File: config.mk
export PLATFORM = sky130hd
export DESIGN_NAME = reg_writeback_arbiter_flat
export DESIGN_NICKNAME = d
export VERILOG_FILES = /design/src/rtl/reg_writeback_arbiter_pkg.sv /design/src/rtl/reg_writeback_arbiter_if.sv /design/src/rtl/reg_writeback_arbiter_fifo.sv /design/src/rtl/reg_writeback_arbiter.sv /design/src/flat_wrapper.sv
export SDC_FILE = /design/constraint.sdc
export NUM_CORES = 1
export LEC_CHECK = 0
export ABC_AREA = 1
export BUFFER_PORTS_ARGS = -buffer_cell sky130_fd_sc_hd__buf_2
export CAP_MARGIN = 10
export CORE_ASPECT_RATIO = 0.5
export CORE_UTILIZATION = 40
export DETAILED_ROUTE_END_ITERATION = 10
export PLACE_DENSITY = 0.58
export SYNTH_ARGS = -nofsm -noshare
export SYNTH_HDL_FRONTEND = slang
export SYNTH_SLANG_ARGS = --single-unit
File: constraint.sdc
create_clock -name clk -period 3.2 [get_ports clk]
set_input_delay 0.48 -clock clk [delete_from_list [all_inputs] [get_ports clk]]
set_output_delay 0.48 -clock clk [all_outputs]
set_load 0.05 [all_outputs]
File: src/rtl/reg_writeback_arbiter_pkg.sv
// -----------------------------------------------------------------------------
// wb_pkg
// Shared types for the register write-back arbiter: data/index widths, the
// per-cycle grant encoding and the load-buffer entry layout.
// No ports (package).
// -----------------------------------------------------------------------------
package wb_pkg;

    localparam int DATA_W   = 32;
    localparam int ADDR_W   = 4;
    localparam int NUM_REGS = 16;

    typedef enum logic [1:0] {
        GNT_NONE = 2'd0,
        GNT_ALU  = 2'd1,
        GNT_LD   = 2'd2
    } wb_gnt_e;

    typedef struct packed {
        logic [ADDR_W-1:0] dest;
        logic [DATA_W-1:0] data;
    } wb_entry_t;

endpackage

File: src/rtl/reg_writeback_arbiter_if.sv
// -----------------------------------------------------------------------------
// reg_writeback_arbiter_if
// Bundles the ALU result handshake, the load-return handshake and the register
// bank write port of the write-back arbiter.
//   alu_valid/alu_ready/alu_dest/alu_data : ALU result channel
//   ld_valid/ld_ready/ld_dest/ld_data     : load-return channel
//   wr_en/wr_dest/wr_data                 : register bank write port
//   busy_mask                             : registers with a buffered load pending
// Modports: slave  = arbiter side, master = producer/consumer side.
// -----------------------------------------------------------------------------
interface reg_writeback_arbiter_if;
    import wb_pkg::*;

    logic              alu_valid;
    logic              alu_ready;
    logic [ADDR_W-1:0] alu_dest;
    logic [DATA_W-1:0] alu_data;

    logic              ld_valid;
    logic              ld_ready;
    logic [ADDR_W-1:0] ld_dest;
    logic [DATA_W-1:0] ld_data;

    logic              wr_en;
    logic [ADDR_W-1:0] wr_dest;
    logic [DATA_W-1:0] wr_data;

    logic [NUM_REGS-1:0] busy_mask;

    modport slave (
        input  alu_valid, alu_dest, alu_data,
        input  ld_valid, ld_dest, ld_data,
        output alu_ready, ld_ready,
        output wr_en, wr_dest, wr_data,
        output busy_mask
    );

    modport master (
        output alu_valid, alu_dest, alu_data,
        output ld_valid, ld_dest, ld_data,
        input  alu_ready, ld_ready,
        input  wr_en, wr_dest, wr_data,
        input  busy_mask
    );

endinterface

File: src/rtl/reg_writeback_arbiter_fifo.sv
// -----------------------------------------------------------------------------
// wb_fifo
// Load-return buffer for the write-back arbiter. Strict FIFO order, pointers
// wrap modulo FIFO_DEPTH (power of 2, >= 2). Push while full and pop while
// empty are ignored.
// Optional feature macro: WB_PENDING_MASK_EN -- when defined, o_busy_mask is a
// registered bitmap of destinations held in valid entries; otherwise it is 0
// and no per-entry compare logic exists.
// Ports:
//   clk, rst_n   : clock, asynchronous active-low reset
//   i_push       : write i_entry at the tail
//   i_pop        : drop the head entry
//   i_entry      : entry to push
//   o_head       : current head entry
//   o_full       : FIFO_DEPTH entries held
//   o_empty      : no entries held
//   o_busy_mask  : pending-destination bitmap
// -----------------------------------------------------------------------------
module wb_fifo
    import wb_pkg::*;
#(
    parameter int FIFO_DEPTH = 4
) (
    input  logic                clk,
    input  logic                rst_n,
    input  logic                i_push,
    input  logic                i_pop,
    input  wb_entry_t           i_entry,
    output wb_entry_t           o_head,
    output logic                o_full,
    output logic                o_empty,
    output logic [NUM_REGS-1:0] o_busy_mask
);

    localparam int PTR_W = $clog2(FIFO_DEPTH);
    localparam int CNT_W = PTR_W + 1;

    wb_entry_t        r_mem [FIFO_DEPTH];
    logic [PTR_W-1:0] r_wr_ptr;
    logic [PTR_W-1:0] r_rd_ptr;
    logic [CNT_W-1:0] r_count;

    logic w_do_push;
    logic w_do_pop;

    assign o_full    = (r_count == CNT_W'(FIFO_DEPTH));
    assign o_empty   = (r_count == '0);
    assign w_do_push = i_push && !o_full;
    assign w_do_pop  = i_pop && !o_empty;
    assign o_head    = r_mem[r_rd_ptr];

    always_ff @(posedge clk or negedge rst_n) begin
        if (!rst_n) begin
            r_wr_ptr <= '0;
            r_rd_ptr <= '0;
            r_count  <= '0;
        end else begin
            if (w_do_push) r_wr_ptr <= r_wr_ptr + 1'b1;
            if (w_do_pop)  r_rd_ptr <= r_rd_ptr + 1'b1;
            case ({w_do_push, w_do_pop})
                2'b10:   r_count <= r_count + 1'b1;
                2'b01:   r_count <= r_count - 1'b1;
                default: r_count <= r_count;
            endcase
        end
    end

    // Storage needs no reset: an entry is only visible through r_count.
    always_ff @(posedge clk) begin
        if (w_do_push) r_mem[r_wr_ptr] <= i_entry;
    end

`ifdef WB_PENDING_MASK_EN
    logic [NUM_REGS-1:0] w_mask;
    logic [NUM_REGS-1:0] r_busy_mask;

    // Slot i is live when its distance from the read pointer is below count.
    always_comb begin
        logic [PTR_W-1:0] w_off;
        w_mask = '0;
        w_off  = '0;
        for (int i = 0; i < FIFO_DEPTH; i++) begin
            w_off = PTR_W'(i) - r_rd_ptr;
            if ({1'b0, w_off} < r_count) begin
                w_mask[r_mem[i].dest] = 1'b1;
            end
        end
    end

    always_ff @(posedge clk or negedge rst_n) begin
        if (!rst_n) r_busy_mask <= '0;
        else        r_busy_mask <= w_mask;
    end

    assign o_busy_mask = r_busy_mask;
`else
    assign o_busy_mask = '0;
`endif

endmodule

File: src/rtl/reg_writeback_arbiter.sv
// -----------------------------------------------------------------------------
// reg_writeback_arbiter
// Single writer for the register bank write port. Merges ALU results and
// buffered load-return data into one registered write per cycle. ALU has
// priority; after STARVE_MAX consecutive ALU grants with loads waiting, one
// load grant is forced and the ALU is stalled for that cycle.
// Data/index widths (DATA_W, ADDR_W) come from wb_pkg.
// Optional feature macro: WB_PENDING_MASK_EN (drives busy_mask, see wb_fifo).
// Ports:
//   clk    : clock, rising edge
//   rst_n  : asynchronous active-low reset
//   bus    : reg_writeback_arbiter_if.slave (ALU channel, load channel,
//            register bank write port, busy_mask)
// -----------------------------------------------------------------------------
module reg_writeback_arbiter
    import wb_pkg::*;
#(
    parameter int FIFO_DEPTH = 4,
    parameter int STARVE_MAX = 3
) (
    input  logic                   clk,
    input  logic                   rst_n,
    reg_writeback_arbiter_if.slave bus
);

    localparam int SC_W = $clog2(STARVE_MAX + 1);

    wb_gnt_e           w_gnt;
    logic              w_force;
    logic              w_full;
    logic              w_empty;
    logic              w_push;
    logic              w_pop;
    wb_entry_t         w_ld_entry;
    wb_entry_t         w_head;

    logic [SC_W-1:0]   r_starve_cnt;
    logic              r_wr_en;
    logic [ADDR_W-1:0] r_wr_dest;
    logic [DATA_W-1:0] r_wr_data;

    assign w_ld_entry.dest = bus.ld_dest;
    assign w_ld_entry.data = bus.ld_data;

    // ld_ready comes from the registered count only, so a pop in the same
    // cycle never opens a slot for a push.
    assign w_push = bus.ld_valid && !w_full;
    assign w_pop  = (w_gnt == GNT_LD);

    wb_fifo #(
        .FIFO_DEPTH (FIFO_DEPTH)
    ) u_fifo (
        .clk         (clk),
        .rst_n       (rst_n),
        .i_push      (w_push),
        .i_pop       (w_pop),
        .i_entry     (w_ld_entry),
        .o_head      (w_head),
        .o_full      (w_full),
        .o_empty     (w_empty),
        .o_busy_mask (bus.busy_mask)
    );

    assign w_force = (r_starve_cnt == SC_W'(STARVE_MAX)) && !w_empty;

    always_comb begin
        w_gnt = GNT_NONE;
        if (w_force)            w_gnt = GNT_LD;
        else if (bus.alu_valid) w_gnt = GNT_ALU;
        else if (!w_empty)      w_gnt = GNT_LD;
    end

    // Counts ALU grants that bypassed a waiting load.
    always_ff @(posedge clk or negedge rst_n) begin
        if (!rst_n) begin
            r_starve_cnt <= '0;
        end else if (w_empty || (w_gnt == GNT_LD)) begin
            r_starve_cnt <= '0;
        end else if ((w_gnt == GNT_ALU) && (r_starve_cnt != SC_W'(STARVE_MAX))) begin
            r_starve_cnt <= r_starve_cnt + 1'b1;
        end
    end

    always_ff @(posedge clk or negedge rst_n) begin
        if (!rst_n) begin
            r_wr_en   <= 1'b0;
            r_wr_dest <= '0;
            r_wr_data <= '0;
        end else begin
            case (w_gnt)
                GNT_ALU: begin
                    r_wr_en   <= 1'b1;
                    r_wr_dest <= bus.alu_dest;
                    r_wr_data <= bus.alu_data;
                end
                GNT_LD: begin
                    r_wr_en   <= 1'b1;
                    r_wr_dest <= w_head.dest;
                    r_wr_data <= w_head.data;
                end
                default: begin
                    r_wr_en   <= 1'b0;
                end
            endcase
        end
    end

    assign bus.alu_ready = !w_force;
    assign bus.ld_ready  = !w_full;
    assign bus.wr_en     = r_wr_en;
    assign bus.wr_dest   = r_wr_dest;
    assign bus.wr_data   = r_wr_data;

endmodule

File: src/flat_wrapper.sv
// flat-port wrapper written by rule: the top's interface ports become plain ports
module reg_writeback_arbiter_flat import wb_pkg::*;
#(
    parameter int FIFO_DEPTH = 4,
    parameter int STARVE_MAX = 3
)
  (clk, rst_n, bus_alu_valid, bus_alu_dest, bus_alu_data, bus_ld_valid, bus_ld_dest, bus_ld_data, bus_alu_ready, bus_ld_ready, bus_wr_en, bus_wr_dest, bus_wr_data, bus_busy_mask);
  reg_writeback_arbiter_if bus_i ();
  input  logic clk;
  input  logic rst_n;
  input wire logic [$bits(bus_i.alu_valid)-1:0] bus_alu_valid;
  input wire logic [$bits(bus_i.alu_dest)-1:0] bus_alu_dest;
  input wire logic [$bits(bus_i.alu_data)-1:0] bus_alu_data;
  input wire logic [$bits(bus_i.ld_valid)-1:0] bus_ld_valid;
  input wire logic [$bits(bus_i.ld_dest)-1:0] bus_ld_dest;
  input wire logic [$bits(bus_i.ld_data)-1:0] bus_ld_data;
  output wire logic [$bits(bus_i.alu_ready)-1:0] bus_alu_ready;
  output wire logic [$bits(bus_i.ld_ready)-1:0] bus_ld_ready;
  output wire logic [$bits(bus_i.wr_en)-1:0] bus_wr_en;
  output wire logic [$bits(bus_i.wr_dest)-1:0] bus_wr_dest;
  output wire logic [$bits(bus_i.wr_data)-1:0] bus_wr_data;
  output wire logic [$bits(bus_i.busy_mask)-1:0] bus_busy_mask;
  assign bus_i.alu_valid = bus_alu_valid;
  assign bus_i.alu_dest = bus_alu_dest;
  assign bus_i.alu_data = bus_alu_data;
  assign bus_i.ld_valid = bus_ld_valid;
  assign bus_i.ld_dest = bus_ld_dest;
  assign bus_i.ld_data = bus_ld_data;
  assign bus_alu_ready = bus_i.alu_ready;
  assign bus_ld_ready = bus_i.ld_ready;
  assign bus_wr_en = bus_i.wr_en;
  assign bus_wr_dest = bus_i.wr_dest;
  assign bus_wr_data = bus_i.wr_data;
  assign bus_busy_mask = bus_i.busy_mask;
  reg_writeback_arbiter #(.FIFO_DEPTH(FIFO_DEPTH), .STARVE_MAX(STARVE_MAX)) u_core (.clk(clk), .rst_n(rst_n), .bus(bus_i));
endmodule
==> results of run 1 <==
## power by group through the flow
stage               registers, mW  clock network, mW  logic, mW
CTS                          3.57               2.17       3.78
global placement             3.61                  0       3.74
detailed placement           3.62                  0       3.77
floorplan                    4.45                  0       2.06
global route                 3.64               2.25       4.15
finish                       3.57               2.12       3.72
## final cells by class
| cell class | instances | area share, % |
|---|---|---|
| antenna | 2 | 0.05318 |
| clock buffer | 19 | 4.933 |
| clock inverter | 13 | 1.356 |
| inverter | 18 | 0.7180 |
| multi-input combinational | 528 | 23.53 |
| sequential | 190 | 58.21 |
| tap | 266 | 3.537 |
| timing repair buffer | 124 | 7.659 |
## worst reg2reg max path, delay by kind of cell (launching register included)
family                     cells  cell delay, ns
DFF                            1            0.38
xor gates and xnor gates       1            0.14
adders and majority gates      4            0.89
buffers and inverters          2            0.15
AOI/OAI and AO/OA              1            0.15
and+or+nand+nor                5            0.39
## logic make-up after synthesis
group,Yosys count
simple gates,496
flops,190
other cells,1
xor+xnor,4
fa+ha+maj,8
buf+inv,73
compound gates,4
## metal layers
layer	part of all wire, %	up-vias
met1	47	2516
met4	0.79	2
met2	47	99
met3	4.6	11
li1	-	2709
met5	0.066	-
## through the flow
stage	hold slack, ns	power, mW	setup slack (ns)	cell area [sq um]
final	0.03237	9.404	1.027	9410
after global routing	0.05916	10.04	0.8253	9405
after CTS	0.03828	9.520	1.030	9405
after detailed placement	0.4599	7.393	0.9747	8813
after global placement	0.4583	7.348	1.001	8813
after floorplan	0.1844	6.508	0.1265	8100
## synth_stat cells
master                     instances  share of area (%)
sky130_fd_sc_hd__nand3_1          75                4.7
sky130_fd_sc_hd__xor2_1            3               0.33
sky130_fd_sc_hd__inv_2             2              0.093
sky130_fd_sc_hd__fa_1              1               0.25
sky130_fd_sc_hd__dfrtp_1          46                 14
sky130_fd_sc_hd__nand2_2           1              0.078
sky130_fd_sc_hd__nand2_1         338                 16
sky130_fd_sc_hd__edfxtp_1        144                 54
sky130_fd_sc_hd__xnor2_1           1               0.11
sky130_fd_sc_hd__buf_6            11                1.5
sky130_fd_sc_hd__a21oi_1           1              0.062
sky130_fd_sc_hd__buf_4            18                1.7
sky130_fd_sc_hd__inv_1            16               0.75
sky130_fd_sc_hd__o21ai_0           2               0.12
sky130_fd_sc_hd__buf_1             2              0.093
sky130_fd_sc_hd__a31oi_1           1              0.078
sky130_fd_sc_hd__clkbuf_1          9               0.42
sky130_fd_sc_hd__ha_1              7                1.1
sky130_fd_sc_hd__conb_1            1              0.047
sky130_fd_sc_hd__buf_2            15               0.93
sky130_fd_sc_hd__nor2_1           82                3.8
## worst paths after layout
check                                                   endpoint  slack (ns)                               start  cells after the start
max                         u_core.u_fifo.r_count[2]$_DFFE_PN0P_        1.03  u_core.r_starve_cnt[0]$_DFFE_PN0P_                     13
min                           u_core.bus.wr_data[19]$_DFFE_PN0P_        0.03                               rst_n                      1
max reg2reg                 u_core.u_fifo.r_count[2]$_DFFE_PN0P_        1.03  u_core.r_starve_cnt[0]$_DFFE_PN0P_                     13
min reg2reg                    u_core.bus.wr_data[2]$_DFFE_PN0P_        0.47   u_core.bus.wr_data[2]$_DFFE_PN0P_                      2
max in group asynchronous  u_core.u_fifo.r_rd_ptr[1]$_DFFE_PN0P_        2.36                               rst_n                      2
min in group clk            u_core.u_fifo.r_mem[1][15]$_DFFE_PP_        0.26                     bus_ld_data[15]                      1
## state kept, by name, indices dropped and copies added, names as in the netlist
name,flops
u_core.bus.wr_dest,4
u_core.u_fifo.r_count,3
u_core.u_fifo.r_wr_ptr,2
u_core.bus.wr_en,1
u_core.u_fifo.r_mem,144
u_core.u_fifo.r_rd_ptr,2
u_core.r_starve_cnt,2
u_core.bus.wr_data,32
==> out/results.txt, run 1 <==
The flow ran to the end, and the final reports show no timing, DRC or antenna violations. Wires add up to 16770 um. The run gives 0.43 ns as the source-to-sink clock delay at the later pin of the worst-skew pair. The cell sitting at the root of the clock tree is a sky130_fd_sc_hd__clkbuf_16. The run gives 4991 as the number of global-route vias before repair. Across all layers, the routed design uses 5337 vias.

The tools report the maximum number of buffers from clock root to sink as 2. Global routing used 16.77% of the available tracks across all layers. The met1 usage is 21.60%. In this run, synthesis produced a sequential element count of 190. In the routed design, unresolved DRC markers number 0.

The die extent in x was 202.6 um; the count of buffers from port buffering was 114. Global routing consumed, on the met2 layer, 28.08% of the routing resources. The areal power density over the cells works out to 999.4 nW/um^2.

Number of routed nets with antenna violations: 0. The cell area after technology mapping was 8044 sq um; the worst slew slack as a fraction of its limit was 43.54%. Entering global routing, the biggest net connects 74 pins. Counting every sink on the clock net gives 190. The maximum vdd ir drop is 0.0003975 V.

The tools report the final hold violation count as 0. TritonCTS built the clock tree. For this configuration, the core starts out at a cell density of 41.05%.

The initialized floorplan defines 36 standard-cell rows. Of all nets on the critical path, the largest fanout is 3. Dividing the detail-routed via count by the number of cells gives 4.601. After floorplanning, the core was sized to cover 19590 sq um. The clock network is responsible for 22.5% of the overall power. The kind of capture point of the worst setup path is a flip-flop.

The actual slew at the worst max-slew pin is 0.8457 ns. Buffers added to address setup during post-CTS repair amount to 0. In the synthesized netlist, mux cells make up 0% of the area. The tool flagged a number of max-cap violations equal to 0.

The pre-antenna-repair detailed-routing pass consisted of 4 iterations. The height of the die is 102.3 um, and the fraction of power consumed by sequential logic is 38.0%. In this design, the stage delay of the slowest critical-path cell is 0.38 ns. At the end of the flow the core is filled with cells to 48.03%. Sum of negative setup slack: 0 ns. The iteration-0 DRC count of the detailed router was 217; the area added between synthesis and finish was 16.99%.

The tools report the number of H-tree levels as 4. The combined buffer and inverter count along the critical path is 2. The tools report the final net count as 963.

In this run the static leakage power is 4.068 nW. Cell family with the largest share of critical-path delay: adder cells. The tools report the switching power as 3.929 mW. Average routed wire per standard cell: 14.46 um. Setup repair after global routing left no endpoint under its margin. The run gives 0 as the total of cells resized after clock tree synthesis. The combinational power share was 39.5%. The number of warnings issued by yosys was 0; the cts-stage hold buffer count was 0. The cell count after synthesis came out at 776. The average instance in the mapped netlist occupies 10.37 sq um.

The arrival time of data at the critical path endpoint is 2.53 ns. After synthesis, the largest family of logic cells by area is simple AND/OR/NAND/NOR gates. The most numerous cell type found on the critical path is sky130_fd_sc_hd__nor2_1.

Net switching is 41.78% of the power. The total instance count after detailed placement came out at 1126. For met3 alone, demand over resource in global routing was 4.114%. Summing all multi-input logic gate instances after layout gives 2215 sq um. Pin placement for this block handled 131 I/O pins. For the finished layout, the period the worst path requires is 2.173 ns. The logs give 5478 sq um for the area taken by flip-flops and latches and 0 for the number of max-slew violations in the final report.

For the peak clock frequency supported by timing, the log shows 460.1 MHz. Synthesis instantiated 21 different standard cells from the library. Leaving out fill and tap cells, the most frequent cell in the layout is sky130_fd_sc_hd__nand2_1. Leaving out fill and tap cells, the most frequent cells in the layout are sky130_fd_sc_hd__nand2_1, sky130_fd_sc_hd__edfxtp_1, sky130_fd_sc_hd__buf_2. The highest-utilization routing layer at the global route stage was met2. The slowest library cell on the worst path was sky130_fd_sc_hd__dfrtp_1.

For this run, the number of standard cells in the final layout without fillers is 1160. Cell internal power was estimated by the tool at 5.475 mW. The number of clock buffers added by TritonCTS is 17. After clock tree synthesis, the clock-pin slew on the worst setup and hold paths is 0.07 ns.

Post-synthesis share of cell area spent on and, or, nand and nor gates: 24.34%. Adder-cell area share of the yosys netlist: 1.338%. The compound-cell area share of the yosys netlist was 0.2644%. The critical path is of the flip-flop to flip-flop type.

At the end of routability-driven placement, the weighted congestion stood at 0.7141. Class of the tightest hold or removal check: input pin to asynchronous set/reset pin. Cells with a size suffix above 1 make up 18.61% of the layout.

The worst setup skew after layout is 0.008911 ns. At the worst endpoint, the required time is 3.56 ns. The first-pass GRT wire length was 26410 um. The die footprint is 20720 sq um, and the total of fill cells in the finished design is 1805.

Final setup violation count: 0. The worst setup path is launched from a flip-flop. Of the total synthesized cell area, the portion taken by XOR and XNOR cells is 0.4355%. Global routing finished with a remaining overflow of 0. The critical path goes through ha_1, nor2_1, a31oi_1, ha_2, nand2_1, inv_1, ha_1, inv_1, fa_1, nor2_1, nor2_1, nand2_1, xor2_1. The ratio of final minimum period to clock period is 67.91%, and the detailed placement HPWL is 9925 um. The run gives 2 as the number of antenna violations at the first check in global routing.

Sequential elements use 68.07% of the synthesized area.
(Power assumes the default switching activity.)
==> run 2: changes to the inputs <==
- ABC_AREA: 1 -> 0
- clock period: 3.2 -> 2 ns (I/O delays scaled with it)
==> out/results.txt, run 2 <==
The final hold violation count is 0 (unchanged). Kind of capture point of the worst setup path: a flip-flop (unchanged). The source-to-sink clock delay at the later pin of the worst-skew pair came out at 0.43 ns (about the same). Synth cell count leaders: sky130_fd_sc_hd__edfxtp_1, sky130_fd_sc_hd__dfrtp_1, sky130_fd_sc_hd__mux4_2, sky130_fd_sc_hd__a221o_1, sky130_fd_sc_hd__nor3b_1 (was sky130_fd_sc_hd__nand2_1, sky130_fd_sc_hd__edfxtp_1, sky130_fd_sc_hd__nor2_1, sky130_fd_sc_hd__nand3_1, sky130_fd_sc_hd__dfrtp_1). The worst-case reg-to-reg path depth was 9 (was 13); the share of synthesized area occupied by flip-flops and latches was 73.17% (was 68.07%). The number of synthesized register bits is 190 (unchanged). The number of top-level design ports is 131 (unchanged), and the peak clock frequency supported by timing is 481.2 MHz (was 460.1 MHz). Final net count: 628 (was 963). The tools report the clock root buffer master as sky130_fd_sc_hd__clkbuf_16 (unchanged).

The power consumption was 15.74 mW (was 9.404 mW). The total instance count after detailed placement is 734 (was 1126), and the total of max-cap violations is 0 (unchanged). The logs give 190 (unchanged) for the number of sinks on the clock net and 17.24% (was 16.77%) for the aggregate global-route resource usage. The flow ran to the end, but the final reports show violations. The clock share of power was 20.6% (was 22.5%). Highest-count cells in the layout ignoring fill and taps: sky130_fd_sc_hd__edfxtp_1, sky130_fd_sc_hd__buf_2, sky130_fd_sc_hd__dfrtp_1 (was sky130_fd_sc_hd__nand2_1, sky130_fd_sc_hd__edfxtp_1, sky130_fd_sc_hd__buf_2). The average routed wire per standard cell is 21.31 um (was 14.46 um), and the number of non-filler instances in the completed layout is 792 (was 1160). The portion of synthesized cell area occupied by the leading cell type is 57.78% (was 53.76%), and the number of buffers added by the clock tree synthesis step is 17 (unchanged). The actual slew at the worst max-slew pin came out at 0.5655 ns (was 0.8457 ns). The total of fill cells in the finished design came out at 1420 (was 1805). Fraction of layout instances using a drive strength above 1: 50.81% (was 18.61%). The logs give 24330 um (was 26410 um) for the first-pass GRT wire length and 0.0006561 V (was 0.0003975 V) for the maximum vdd ir drop. The number of global-route vias before repair is 4191 (was 4991). The ratio of final minimum period to clock period is 103.9% (was 67.91%), and the cell depth of the worst hold path is 1. The tools report the reported leakage power as 3.725 nW (was 4.068 nW). Switching power share of the total: 37.08% (was 41.78%). The tools report the area taken by flip-flops and latches as 5478 sq um (unchanged). The areal power density over the cells works out to 1609 nW/um^2 (was 999.4 nW/um^2). Internal power summed over all cells: 9.903 mW (was 5.475 mW).

The tools report the number of antenna violations at the first check in global routing as 1 (was 2). The class of the tightest hold or removal check was input pin to flip-flop (was input pin to asynchronous set/reset pin). The worst hold path begins at bus_ld_data[21].

The placer's final routability congestion estimate came out at 0.7068 (was 0.7141). The highest-utilization routing layer at the global route stage was met2 (unchanged). The fraction of met3 tracks used by global routing is 4.038% (was 4.114%).

The tools report the final setup violation count as 32 (was 0). The cell area after technology mapping was 7483 sq um (was 8044 sq um). Share of async-settable or async-resettable flops after synthesis: 24.21% (unchanged).

The combined buffer and inverter count along the critical path was 1 (was 2). The minimum hold slack came out at 0.08302 ns (was 0.03237 ns). TritonCTS built the clock tree. The register containing the most flip-flops in the final layout is u_core.u_fifo.r_mem (unchanged). The tools report the total grt overflow as 0 (unchanged). Via-per-instance ratio: 5.189 (was 4.601). The kind of critical path was flip-flop to flip-flop (unchanged). For the number of routed nets with antenna violations, the log shows 0 (unchanged). The height of the die came out at 98.72 um (was 102.3 um). The met1 usage was 24.15% (was 21.60%).

The largest stage delay on the critical path works out to 0.41 ns (was 0.38 ns). The synthesized netlist cell count is 385 (was 776). Leading post-synthesis cells by cell area: sky130_fd_sc_hd__edfxtp_1, sky130_fd_sc_hd__dfrtp_1, sky130_fd_sc_hd__mux4_2, sky130_fd_sc_hd__a221o_1, sky130_fd_sc_hd__nor3b_1 (was sky130_fd_sc_hd__edfxtp_1, sky130_fd_sc_hd__nand2_1, sky130_fd_sc_hd__dfrtp_1, sky130_fd_sc_hd__nand3_1, sky130_fd_sc_hd__nor2_1). The tools report the number of rows in the core area as 34 (was 36). The tools report the number of H-tree levels as 4 (unchanged).

For the iteration-0 DRC count of the detailed router, the log shows 319 (was 217). The tools report the number of warnings issued by yosys as 0 (unchanged). The clock-pin slew reported for the worst setup and hold paths after clock tree synthesis works out to 0.08 ns (was 0.07 ns). The end point of the worst hold path is u_core.u_fifo.r_mem[3][21]$_DFFE_PP_. The checks that failed: negative setup slack. The maximum number of buffers from clock root to sink came out at 2 (unchanged).

The most numerous cell in the Yosys netlist is sky130_fd_sc_hd__edfxtp_1 (was sky130_fd_sc_hd__nand2_1). Slowest library cell on the worst path: sky130_fd_sc_hd__dfrtp_1 (unchanged). The final wirelength is 16880 um (was 16770 um). The minimum period implied by the final worst setup slack is 2.078 ns (was 2.173 ns), and the data required time of the worst path is 2.33 ns (was 3.56 ns). The via count came out at 4110 (was 5337).

Crit path cell chain: or3_4, nand2_8, nand2_4, ha_4, and2_4, ha_4, inv_2, fa_2, mux2i_1 (was ha_1, nor2_1, a31oi_1, ha_2, nand2_1, inv_1, ha_1, inv_1, fa_1, nor2_1, nor2_1, nand2_1, xor2_1). The area inside the core boundary came out at 17820 sq um (was 19590 sq um). The critical path launch point type was a flip-flop (unchanged). The number of distinct standard cells referenced by the synthesized netlist is 28 (was 21), and the effective utilization at floorplan is 41.98% (was 41.05%). The tools report the switching power as 5.836 mW (was 3.929 mW).

Most common cell type on the critical path: sky130_fd_sc_hd__ha_4 (was sky130_fd_sc_hd__nor2_1). The tools report the critical register-to-register path startpoint as u_core.u_fifo.r_count[1]$_DFFE_PN0P_ (was u_core.r_starve_cnt[0]$_DFFE_PN0P_). The area of the multi-input gates came out at 2072 sq um (was 2215 sq um). The mean area per synthesized cell was 19.44 sq um (was 10.37 sq um).

The met2 usage in global routing is 27.39% (was 28.08%), and the fraction of power consumed by sequential logic is 36.8% (was 38.0%). Final critical-path setup slack: -0.07815 ns (was 1.027 ns). The number of max-slew violations in the final report is 0 (unchanged). The worst slew slack as a fraction of its limit is 62.30% (was 43.54%), and the residual DRC count is 0 (unchanged). The combinational power share is 42.6% (was 39.5%).

The tools report the critical register-to-register path endpoint as u_core.u_fifo.r_count[1]$_DFFE_PN0P_ (was u_core.u_fifo.r_count[2]$_DFFE_PN0P_). The arrival time of data at the critical path endpoint was 2.41 ns (was 2.53 ns). The number of enable-type register cells in the synthesized netlist is 144 (unchanged), and the reg2reg setup slack is -0.08 ns (was 1.03 ns). The leading cell type in the layout, fill and taps excluded was sky130_fd_sc_hd__edfxtp_1 (was sky130_fd_sc_hd__nand2_1). The worst setup skew after layout came out at 0.02036 ns (was 0.008911 ns).

For the maximum number of pins on one net before global-route repair, the log shows 38 (was 74). The die footprint was 19290 sq um (was 20720 sq um). Die extent in x: 195.4 um (was 202.6 um). The largest fanout of any net on the critical path was 4 (was 3).

The most frequently used flop master after synthesis is sky130_fd_sc_hd__edfxtp_1 (unchanged). The first-pass iteration count of the detailed router is 4 (unchanged), and the count of buffers from port buffering is 114 (unchanged). The area added between synthesis and finish is 30.70% (was 16.99%). The cell taking the most area after synthesis was sky130_fd_sc_hd__edfxtp_1 (unchanged).

For the detailed placement HPWL, the log shows 9019 um (was 9925 um). The cell family with the largest share of critical-path delay was adder cells (unchanged). The run gives -0.3038 ns (was 0.9747 ns) as the worst-case setup slack after placement. The flip-flop count of the largest register, all copies and words added works out to 144 (unchanged). Setup repair after global routing could not meet its margin everywhere.
[run 2: cell count changes after synthesis, sizes merged, moves of 4 or more]
cell,change
a221o,+34
and3,+4
buf,-18
inv,-11
mux4,+36
nand2,-333
nand3,-74
nor2,-79
nor3b,+34
[run 2: worst max path at each step]
stage | from | cells past startpoint | endpoint | slack [ns]
after global placement | u_core.u_fifo.r_count[0]$_DFFE_PN0P_ | 6 | u_core.bus.wr_data[28]$_DFFE_PN0P_ | -0.25
after global routing | u_core.u_fifo.r_count[1]$_DFFE_PN0P_ | 11 | u_core.u_fifo.r_count[2]$_DFFE_PN0P_ | -0.17
final | u_core.u_fifo.r_count[1]$_DFFE_PN0P_ | 9 | u_core.u_fifo.r_count[1]$_DFFE_PN0P_ | -0.08
after CTS | u_core.u_fifo.r_count[2]$_DFFE_PN0P_ | 11 | u_core.u_fifo.r_count[2]$_DFFE_PN0P_ | -0.10
after floorplan | u_core.u_fifo.r_count[0]$_DFFE_PN0P_ | 12 | u_core.u_fifo.r_count[2]$_DFFE_PN0P_ | -0.29
after detailed placement | u_core.u_fifo.r_count[1]$_DFFE_PN0P_ | 6 | u_core.bus.wr_data[28]$_DFFE_PN0P_ | -0.30
[run 2: per-layer routing]
| layer | vias to the layer above | wire length (um) |
|---|---|---|
| met1 | 2156 | 8026 |
| met2 | 88 | 7941 |
| li1 | 1856 | - |
| met5 | - | 0 |
| met4 | 0 | 118 |
| met3 | 10 | 791 |
[run 2: kinds of logic (layout without fill, tap and decap cells)]
| logic type | after synthesis | count (layout) | share of synthesized area (%) |
|---|---|---|---|
| flip-flops | 190 | 190 | 73.17 |
| AND/OR/NAND/NOR | 57 | 58 | 4.999 |
| buffers and inverters | 47 | 203 | 3.528 |
| multiplexers | 39 | 39 | 11.25 |
| AO/OA/AOI/OAI | 36 | 36 | 4.748 |
| adder cells (fa/ha/maj) | 8 | 8 | 1.438 |
| XOR/XNOR | 7 | 7 | 0.8193 |
| other | 1 | 17 | 0.05011 |
[run 2: final cells by class]
class | count | area share [%]
multi-input combinational | 164 | 21.18
tap | 234 | 2.993
inverter | 7 | 0.2686
sequential | 190 | 56.01
clock inverter | 14 | 1.510
antenna | 1 | 0.02559
clock buffer | 18 | 4.388
timing repair buffer | 164 | 13.62
[run 2: repair_timing]
item,4_1_cts,5_1_grt
hold buffers,1,0
setup buffers,11,2
cloned,3,9
endpoints found under the hold margin,20,0
pin swaps,9,31
endpoints found under the setup margin,39,40
gates resized for setup,11,44
[run 2: worst reg2reg max path: stages, from the launching register on]
cell	delay (ns)
sky130_fd_sc_hd__dfrtp_1	0.41
sky130_fd_sc_hd__or3_4	0.41
sky130_fd_sc_hd__nand2_8	0.09
sky130_fd_sc_hd__nand2_4	0.05
sky130_fd_sc_hd__ha_4	0.16
sky130_fd_sc_hd__and2_4	0.14
sky130_fd_sc_hd__ha_4	0.15
sky130_fd_sc_hd__inv_2	0.04
sky130_fd_sc_hd__fa_2	0.41
sky130_fd_sc_hd__mux2i_1	0.14
[run 2: metrics by stage]
step / util, % / cell area (sq um) / TNS (ns)
3_3_place_gp: 48.05 / 8564 / -8.830
4_1_cts: 52.53 / 9364 / -0.1840
6_report: 54.87 / 9781 / -0.7884
3_5_place_dp: 48.05 / 8564 / -10.38
5_1_grt: 54.86 / 9778 / -2.916
2_1_floorplan: - / 7667 / -4.526
[run 2: power by group through the flow]
stage / sequential, mW / clock (mW) / combinational (mW)
2_1_floorplan: 7.05 / 0 / 2.86
3_3_place_gp: 5.82 / 0 / 5.60
3_5_place_dp: 5.86 / 0 / 5.65
4_1_cts: 5.78 / 3.32 / 6.09
5_1_grt: 5.88 / 3.46 / 7.11
6_report: 5.79 / 3.25 / 6.70
